$ cat config.mk
export PLATFORM = sky130hd
export DESIGN_NAME = axi_wr_rr_arbiter
export DESIGN_NICKNAME = d
export VERILOG_FILES = /design/src/rtl/axi_wr_rr_arbiter.sv
export SDC_FILE = /design/constraint.sdc
export NUM_CORES = 1
export LEC_CHECK = 0
export ABC_AREA = 1
export CAP_MARGIN = 25
export CORE_MARGIN = 2
export CORE_UTILIZATION = 50
export DETAILED_ROUTE_END_ITERATION = 10
export PLACE_DENSITY = 0.87
export SETUP_SLACK_MARGIN = 0.02
export SYNTH_ARGS = -nofsm -noshare
export SYNTH_HDL_FRONTEND = slang
export SYNTH_SLANG_ARGS = --single-unit
$ cat constraint.sdc
create_clock -name BUS_CLK -period 1.9 [get_ports BUS_CLK]
set_input_delay 0.38 -clock BUS_CLK [delete_from_list [all_inputs] [get_ports BUS_CLK]]
set_output_delay 0.38 -clock BUS_CLK [all_outputs]
set_load 0.01 [all_outputs]
$ cat src/rtl/axi_wr_rr_arbiter.sv
// Write-channel arbiter: round-robin AW grant, in-order W steering through a
// grant FIFO, and B routing by the master-index bits of BID.
module axi_wr_rr_arbiter #(
  parameter int M_ID      = 2,
  parameter int M_WIDTH   = 2,
  parameter int MAX_OUTST = 4
) (
  input  logic                          BUS_CLK,
  input  logic                          BUS_RSTN,
  input  logic [(1<<M_WIDTH)-1:0]       MASTER_WR_ADDR_VALID,
  input  logic                          BUS_WR_ADDR_VALID,
  input  logic                          BUS_WR_ADDR_READY,
  input  logic                          BUS_WR_DATA_VALID,
  input  logic                          BUS_WR_DATA_READY,
  input  logic                          BUS_WR_DATA_LAST,
  input  logic [M_WIDTH+M_ID-1:0]       BUS_WR_BACK_ID,
  output logic [M_WIDTH-1:0]            wr_addr_master_sel,
  output logic                          wr_addr_grant,
  output logic [M_WIDTH-1:0]            wr_data_master_sel,
  output logic                          wr_data_grant,
  output logic [M_WIDTH-1:0]            wr_resp_master_sel,
  output logic [$clog2(MAX_OUTST):0]    outstanding
);

  localparam int N  = 1 << M_WIDTH;
  localparam int PW = $clog2(MAX_OUTST);

  typedef enum logic {
    ST_IDLE  = 1'b0,
    ST_GRANT = 1'b1
  } state_t;

  state_t               state_r, state_nxt_s;
  logic [M_WIDTH-1:0]   last_grant_r, sel_r, pick_s;
  logic                 found_s, load_s, push_s, pop_s, aw_hs_s;
  logic                 full_s, empty_s;
  logic [M_WIDTH-1:0]   fifo_mem_r [MAX_OUTST];
  logic [PW:0]          wr_ptr_r, rd_ptr_r;
  logic                 unused_bid_s;

  assign aw_hs_s = BUS_WR_ADDR_VALID & BUS_WR_ADDR_READY;
  assign empty_s = (wr_ptr_r == rd_ptr_r);
  assign full_s  = (wr_ptr_r[PW] != rd_ptr_r[PW]) && (wr_ptr_r[PW-1:0] == rd_ptr_r[PW-1:0]);
  assign pop_s   = BUS_WR_DATA_VALID & BUS_WR_DATA_READY & ~empty_s & BUS_WR_DATA_LAST;

  assign wr_addr_master_sel = sel_r;
  assign wr_addr_grant      = (state_r == ST_GRANT);
  assign wr_data_master_sel = fifo_mem_r[rd_ptr_r[PW-1:0]];
  assign wr_data_grant      = ~empty_s;
  assign outstanding        = wr_ptr_r - rd_ptr_r;
  assign wr_resp_master_sel = BUS_WR_BACK_ID[M_WIDTH+M_ID-1:M_ID];
  assign unused_bid_s       = ^BUS_WR_BACK_ID[M_ID-1:0];

  // Round-robin pick: first requester scanning upward from last_grant+1.
  always_comb begin
    logic [M_WIDTH-1:0] idx_v;
    pick_s  = {M_WIDTH{1'b0}};
    found_s = 1'b0;
    idx_v   = {M_WIDTH{1'b0}};
    for (int i = 1; i <= N; i++) begin
      idx_v = last_grant_r + M_WIDTH'(i);
      if (!found_s && MASTER_WR_ADDR_VALID[idx_v]) begin
        found_s = 1'b1;
        pick_s  = idx_v;
      end else begin
        found_s = found_s;
      end
    end
  end

  // AW FSM next state; the full check only gates leaving IDLE.
  always_comb begin
    state_nxt_s = state_r;
    load_s      = 1'b0;
    push_s      = 1'b0;
    case (state_r)
      ST_IDLE: begin
        if (found_s && !full_s) begin
          state_nxt_s = ST_GRANT;
          load_s      = 1'b1;
        end else begin
          state_nxt_s = ST_IDLE;
        end
      end
      ST_GRANT: begin
        if (aw_hs_s) begin
          state_nxt_s = ST_IDLE;
          push_s      = 1'b1;
        end else begin
          state_nxt_s = ST_GRANT;
        end
      end
      default: state_nxt_s = ST_IDLE;
    endcase
  end

  // State, grant history and the W-order FIFO.
  always_ff @(posedge BUS_CLK or negedge BUS_RSTN) begin
    if (!BUS_RSTN) begin
      state_r      <= ST_IDLE;
      last_grant_r <= {M_WIDTH{1'b1}};
      sel_r        <= {M_WIDTH{1'b0}};
      wr_ptr_r     <= {(PW+1){1'b0}};
      rd_ptr_r     <= {(PW+1){1'b0}};
      for (int i = 0; i < MAX_OUTST; i++) begin
        fifo_mem_r[i] <= {M_WIDTH{1'b0}};
      end
    end else begin
      state_r <= state_nxt_s;
      if (load_s) begin
        sel_r        <= pick_s;
        last_grant_r <= pick_s;
      end
      if (push_s) begin
        fifo_mem_r[wr_ptr_r[PW-1:0]] <= sel_r;
        wr_ptr_r                     <= wr_ptr_r + {{PW{1'b0}}, 1'b1};
      end
      if (pop_s) begin
        rd_ptr_r <= rd_ptr_r + {{PW{1'b0}}, 1'b1};
      end
    end
  end

endmodule

After elaboration in Yosys (flattened, before gate mapping):

Index checks and enable logic that the tools add are counted.
W data, S select, Z words.

* muxes and demuxes: 28
* add/subtract/negate cells: 6
* bitwise gates (word level): 8
* $lt $le $gt $ge: 7
* equality and inequality tests: 3
* reduce and logical (&&, ||, !) cells: 10

Operators by type and width (number)
* $mux W2: 7
* $mux W1: 13
* $lt A2 B3 Y1 const B: 4
* $bmux W1 S2: 4
* $bwmux W8: 1
* $add A3 B1 Y3 const B: 2
* $ge A3 B3 Y1 const B: 2
* $logic_and A1 B1 Y1: 6
* $not A2 Y3: 2
* $add A2 B2 Y2 const B: 2
* $and A1 B1 Y1: 4
* $bmux W2 S2: 1
* $demux W2 S2: 1
* $logic_not A1 Y1: 4
* $eq A3 B3 Y1: 1
* $lt A3 B1 Y1 const B: 1
* $sub A3 B3 Y3: 1
* $add A2 B1 Y2 const B: 1
* $eq A2 B2 Y1: 1
* $not A1 Y1: 2
* $pmux W1 S2: 1
* $ne A1 B1 Y1: 1

* word-level logic and storage cells: 71
* flip-flop bits (word level): 19

Depth between registers and ports, before layout:

* depth after elaboration: 16
* mapped depth: 12
* mapped depth without buffers: 11

Least setup slack after synthesis:

OpenSTA, ideal clock, no wires.

* kind: reg2out
* start point: reg wr_ptr_r[0]
* end point: out outstanding[2]
* data arrival time: 1.271 ns
* slack: 0.249 ns
* path buffers: 0
* stages on the path, launching flop included: 5
* path through: dfrtp_1 inv_1 ha_1 fa_1 xnor2_1

* cells in the longest elaborated chain, start to end: 1

RTL lines
* from (decl): line 38 `logic [PW:0] wr_ptr_r, rd_ptr_r;`
* from (signal assigned): line 103 `wr_ptr_r <= {(PW+1){1'b0}};`
* from (signal assigned): line 116 `wr_ptr_r <= wr_ptr_r + {{PW{1'b0}}, 1'b1};`
* $sub A3 B3 Y3: line 50 `assign outstanding = wr_ptr_r - rd_ptr_r;`
* to (decl): line 22 `output logic [$clog2(MAX_OUTST):0] outstanding`

No other way between the ends.

Final worst setup path:

* start point: reg rd_ptr_r[0]
* end point: out outstanding[1]

* cells in the longest elaborated chain, start to end: 1

RTL lines
* from (decl): line 38
* from (signal assigned): line 104 `rd_ptr_r <= {(PW+1){1'b0}};`
* from (signal assigned): line 119 `rd_ptr_r <= rd_ptr_r + {{PW{1'b0}}, 1'b1};`
* $sub A3 B3 Y3: line 50

No other way between the ends.

==> impl_results.html <==
<table>
<tr><th>Metric</th><th>Value</th></tr>
<tr><th colspan="2">Cells and area</th></tr>
<tr><td>Layout net count</td><td>211</td></tr>
<tr><td>Count of inserted antenna diode cells</td><td>0</td></tr>
<tr><td>Ratio of cells with drive above 1 in the final layout</td><td>24.1%</td></tr>
<tr><td>Cell area after layout</td><td>0.00155 mm^2</td></tr>
<tr><td>Number of fill cells in the layout</td><td>187</td></tr>
<tr><td>P&amp;R area growth vs syn</td><td>23.6%</td></tr>
<tr><th colspan="2">Worst setup path</th></tr>
<tr><td>Cell type of the slowest stage on the worst timing path</td><td>sky130_fd_sc_hd__fa_2</td></tr>
<tr><td>Worst flop-to-flop path startpoint</td><td>last_grant_r[0]$_DFFE_PN1P_</td></tr>
<tr><td>Critical Path Source Type</td><td>flop</td></tr>
<tr><td>Reg-to-reg setup timing slack</td><td>0.22 ns</td></tr>
<tr><td>Worst setup path end</td><td>outstanding[1]</td></tr>
<tr><td>Critical R2R Capture</td><td>wr_addr_master_sel[1]$_DFFE_PN0P_</td></tr>
<tr><td>Data required time at the worst endpoint</td><td>1.52 ns</td></tr>
<tr><td>Critical path, cell by cell</td><td>ha_4, fa_2, inv_1, buf_2</td></tr>
<tr><td>Stages on the worst setup path</td><td>4</td></tr>
<tr><td>Sum of buffers and inverters on the critical path</td><td>2</td></tr>
<tr><td>Kind of critical path</td><td>flop to output pin</td></tr>
<tr><td>Depth of the most critical reg-to-reg path</td><td>11</td></tr>
<tr><td>Family of cells with the greatest summed delay on the critical path</td><td>adder cells</td></tr>
<tr><td>Worst endpoint data arrival time</td><td>1.57 ns</td></tr>
<tr><td>Delay contributed by the slowest stage of the critical path</td><td>0.51 ns</td></tr>
<tr><td>Critical path peak fanout</td><td>2</td></tr>
<tr><td>Crit. End Element</td><td>output pin</td></tr>
<tr><td>Setup crit start</td><td>rd_ptr_r[0]$_DFFE_PN0P_</td></tr>
<tr><th colspan="2">Logic synthesis</th></tr>
<tr><td>Mean post-synth cell area</td><td>7.99 um^2</td></tr>
<tr><td>Yosys Warn Count</td><td>0</td></tr>
<tr><td>Cell variety after synth</td><td>26</td></tr>
<tr><td>Netlist area before placement</td><td>0.00125 mm^2</td></tr>
<tr><td>Syn Nets</td><td>180</td></tr>
<tr><td>Sequential share of the synthesized area</td><td>38.1%</td></tr>
<tr><td>Count of state elements after synthesis</td><td>19</td></tr>
<tr><td>Post-synthesis cell count</td><td>157</td></tr>
<tr><th colspan="2">Place</th></tr>
<tr><td>Placed wire-length estimate</td><td>2.23 mm</td></tr>
<tr><td>Post-Place Worst Slack</td><td>-0.204 ns</td></tr>
<tr><td># port buffers</td><td>19</td></tr>
<tr><td>Weighted congestion at the end of routability-driven global placement</td><td>0.751</td></tr>
<tr><td>Area of placed instances</td><td>0.00152 mm^2</td></tr>
<tr><th colspan="2">CTS</th></tr>
<tr><td>Post-cts hold buffer count</td><td>0</td></tr>
<tr><td>Num CTS Buffers</td><td>3</td></tr>
<tr><td>Clock input transition at the sequential cells of the worst setup and hold paths</td><td>0.10 ns</td></tr>
<tr><td>Clk buf depth</td><td>2</td></tr>
<tr><td>Clock Sink Count</td><td>19</td></tr>
<tr><td>Clock Latency Late Sink</td><td>0.30 ns</td></tr>
<tr><td>CTS H-tree depth</td><td>1</td></tr>
<tr><td>CTS tree</td><td>yes</td></tr>
<tr><td>Clk root buf</td><td>sky130_fd_sc_hd__clkbuf_4</td></tr>
<tr><th colspan="2">Power</th></tr>
<tr><td>LEAKAGE</td><td>0.796 nW</td></tr>
<tr><td>Power density cells</td><td>1930 mW/mm^2</td></tr>
<tr><td>Max rail drop VDD</td><td>1.12 mV</td></tr>
<tr><td>Post-route total power</td><td>2.99 mW</td></tr>
<tr><th colspan="2">Floorplanning</th></tr>
<tr><td>Boundary pin count</td><td>26</td></tr>
<tr><td>Floorplan core area</td><td>0.00243 mm^2</td></tr>
<tr><td>Overall die height</td><td>54.1 um</td></tr>
<tr><td>Starting density of the core</td><td>51.6%</td></tr>
<tr><td>Placement Rows</td><td>18</td></tr>
<tr><td>Overall die width</td><td>54.1 um</td></tr>
<tr><td>Full die area</td><td>0.00293 mm^2</td></tr>
<tr><th colspan="2">Drt</th></tr>
<tr><td>Detailed-route via count</td><td>1138</td></tr>
<tr><td># DRC</td><td>0</td></tr>
<tr><td>First-pass DRT Iterations</td><td>4</td></tr>
<tr><td>Routed WL</td><td>2.90 mm</td></tr>
<tr><td>Average wire per cell in the routed design</td><td>13.4 um</td></tr>
<tr><td>Number of DRC markers in iteration 0</td><td>23</td></tr>
<tr><td>Remaining antenna violation count after routing</td><td>0</td></tr>
<tr><td>Via density per instance</td><td>5.24</td></tr>
<tr><th colspan="2">Status</th></tr>
<tr><td>Violated checks</td><td>negative setup slack</td></tr>
<tr><td>Result of the run</td><td>finished, violations left</td></tr>
<tr><th colspan="2">STA</th></tr>
<tr><td>Finish-stage setup viols</td><td>2</td></tr>
<tr><td>Final total negative setup slack</td><td>-0.0734 ns</td></tr>
<tr><td>Peak clock frequency supported by timing</td><td>513 MHz</td></tr>
<tr><td>Hold Violations, Final</td><td>0</td></tr>
<tr><td>Clock period minus worst slack</td><td>1.95 ns</td></tr>
<tr><td>Worst Clk Skew</td><td>0.00580 ns</td></tr>
<tr><td>Final count of pins violating max slew</td><td>0</td></tr>
<tr><td>Least-Margin Pin Slew</td><td>0.333 ns</td></tr>
<tr><td>Worst slew margin relative to its limit</td><td>77.6%</td></tr>
<tr><td>RSZ-0062 raised after global routing</td><td>true</td></tr>
<tr><td>Worst setup margin</td><td>-0.0503 ns</td></tr>
<tr><td>Share of the clock period used by the worst path</td><td>103%</td></tr>
<tr><th colspan="2">GRT</th></tr>
<tr><td>Global route overflow</td><td>0</td></tr>
<tr><td>Maximum number of pins on one net before global-route repair</td><td>20</td></tr>
<tr><td>Number of antenna violations at the first check in global routing</td><td>0</td></tr>
<tr><td>Wire length of the first global-routing pass</td><td>4.42 mm</td></tr>
<tr><td>Vias in the first global route</td><td>1042</td></tr>
<tr><td>Combined global-route utilization of all metal layers</td><td>21.6%</td></tr>
<tr><th colspan="2">Flow run</th></tr>
<tr><td>Number of maximum-capacitance violations</td><td>0</td></tr>
<tr><th colspan="2">Hold path</th></tr>
<tr><td>Hold Crit Class</td><td>input port to async pin</td></tr>
</table>
==> cell type report <==
class	count	area (um^2)	share of cell area [%]
Timing Repair Buffer	29	239	15.4
Multi-Input combinational cell	115	693	44.7
Clock buffer	4	26.3	1.69
Tap cell	30	37.5	2.42
Inverter	20	77.6	5.00
Sequential cell	19	478	30.8
==> where the power goes <==
group / internal (mW) / total [mW] / switching, mW / leakage, nW
clock network: 0.0820 / 0.206 / 0.124 / 0.0150
logic: 0.830 / 1.97 / 1.14 / 0.551
registers: 0.621 / 0.808 / 0.187 / 0.230
==> how the worst min path moves through the flow <==
| stage | from | endpoint | slack (ns) | cells after the start |
|---|---|---|---|---|
| finish | BUS_RSTN | fifo_mem_r[0]$_DFFE_PN0P_ | 0.39 | 2 |
| global route | BUS_RSTN | wr_ptr_r[1]$_DFFE_PN0P_ | 0.41 | 2 |
| CTS | BUS_RSTN | fifo_mem_r[0]$_DFFE_PN0P_ | 0.39 | 2 |
| detailed placement | fifo_mem_r[4]$_DFFE_PN0P_ | fifo_mem_r[4]$_DFFE_PN0P_ | 0.47 | 2 |
| global placement | fifo_mem_r[7]$_DFFE_PN0P_ | fifo_mem_r[7]$_DFFE_PN0P_ | 0.47 | 2 |
| floorplan | BUS_RSTN | fifo_mem_r[0]$_DFFE_PN0P_ | 0.08 | 0 |
==> stage by stage <==
step / hold WS, ns / util [%] / std cells
after floorplan: 0.0844 / - / 157
after global placement: 0.468 / 62.3 / 211
after detailed placement: 0.474 / 62.3 / 211
after CTS: 0.395 / 63.7 / 217
after global routing: 0.408 / 63.8 / 217
final: 0.389 / 63.8 / 217
==> sequential cells by signal, summed over array words and instances, names as in the netlist <==
| register | flops |
|---|---|
| fifo_mem_r | 8 |
| last_grant_r | 2 |
| rd_ptr_r | 3 |
| wr_addr_grant | 1 |
| wr_addr_master_sel | 2 |
| wr_ptr_r | 3 |
==> timing repair <==
| item | 4_1_cts | 5_1_grt |
|---|---|---|
| resized for setup | 18 | 10 |
| buffers inserted | 2 | 0 |
| pin swaps | 1 | 0 |
| setup endpoints to repair | 6 | 5 |
==> layout by cell type, fill, tap and decap left out, types with 4 or more instances in the layout <==
master                            instances
sky130_fd_sc_hd__nand3_1                  4
sky130_fd_sc_hd__dfrtp_1                 17
sky130_fd_sc_hd__nand2_2                  7
sky130_fd_sc_hd__nor2_1                   8
sky130_fd_sc_hd__clkdlybuf4s50_1         13
sky130_fd_sc_hd__o21ai_1                  4
sky130_fd_sc_hd__nand2_4                  6
sky130_fd_sc_hd__inv_1                   15
sky130_fd_sc_hd__ha_1                     6
sky130_fd_sc_hd__buf_4                   10
sky130_fd_sc_hd__inv_2                    4
sky130_fd_sc_hd__o21ai_0                 11
sky130_fd_sc_hd__nand2_1                 47
==> layer usage <==
| metal | share of wire, % | GRT usage [%] | vias to the layer above | wire length (um) |
|---|---|---|---|---|
| met1 | 42 | 26.6 | 541 | 1210 |
| met4 | 2.0 | 8.33 | 0 | 57 |
| met2 | 52 | 36.0 | 34 | 1500 |
| li1 | - | - | 555 | - |
| met5 | 0 | 0 | - | 0 |
| met3 | 4.7 | 5.83 | 8 | 135 |
==> Yosys cell counts, drive strengths merged <==
library cell | n | area, um^2
o21ai | 16 | 83.8
buf | 3 | 26.3
fa | 1 | 20.0
a21boi | 1 | 7.51
nand2 | 60 | 288
a31oi | 1 | 6.26
xnor2 | 3 | 26.3
nand3 | 7 | 45.0
dfstp | 2 | 52.6
inv | 20 | 77.6
a21oi | 2 | 10.0
nand4 | 3 | 18.8
dfrtp | 17 | 425
xor2 | 3 | 26.3
ha | 7 | 87.6
o22ai | 2 | 12.5
nor2 | 9 | 41.3
==> cells by family (layout without fill, tap and decap cells) <==
group,count (synthesis),after routing,share of synthesized area (%)
buffers and inverters,23,53,8.28
XOR/XNOR,6,6,4.19
AND/OR/NAND/NOR,79,79,31.3
adder cells (fa/ha/maj),8,8,8.57
flip-flops,19,19,38.1
AO/OA/AOI/OAI,22,22,9.57
==> worst reg2reg max path: cells and delay by family (launching register included) <==
kind / cells / cell delay [ns]
flops: 1 / 0.66
buf+inv: 3 / 0.24
compound gates: 1 / 0.09
simple gates: 7 / 0.60
Power figures use the tool's default switching activity.
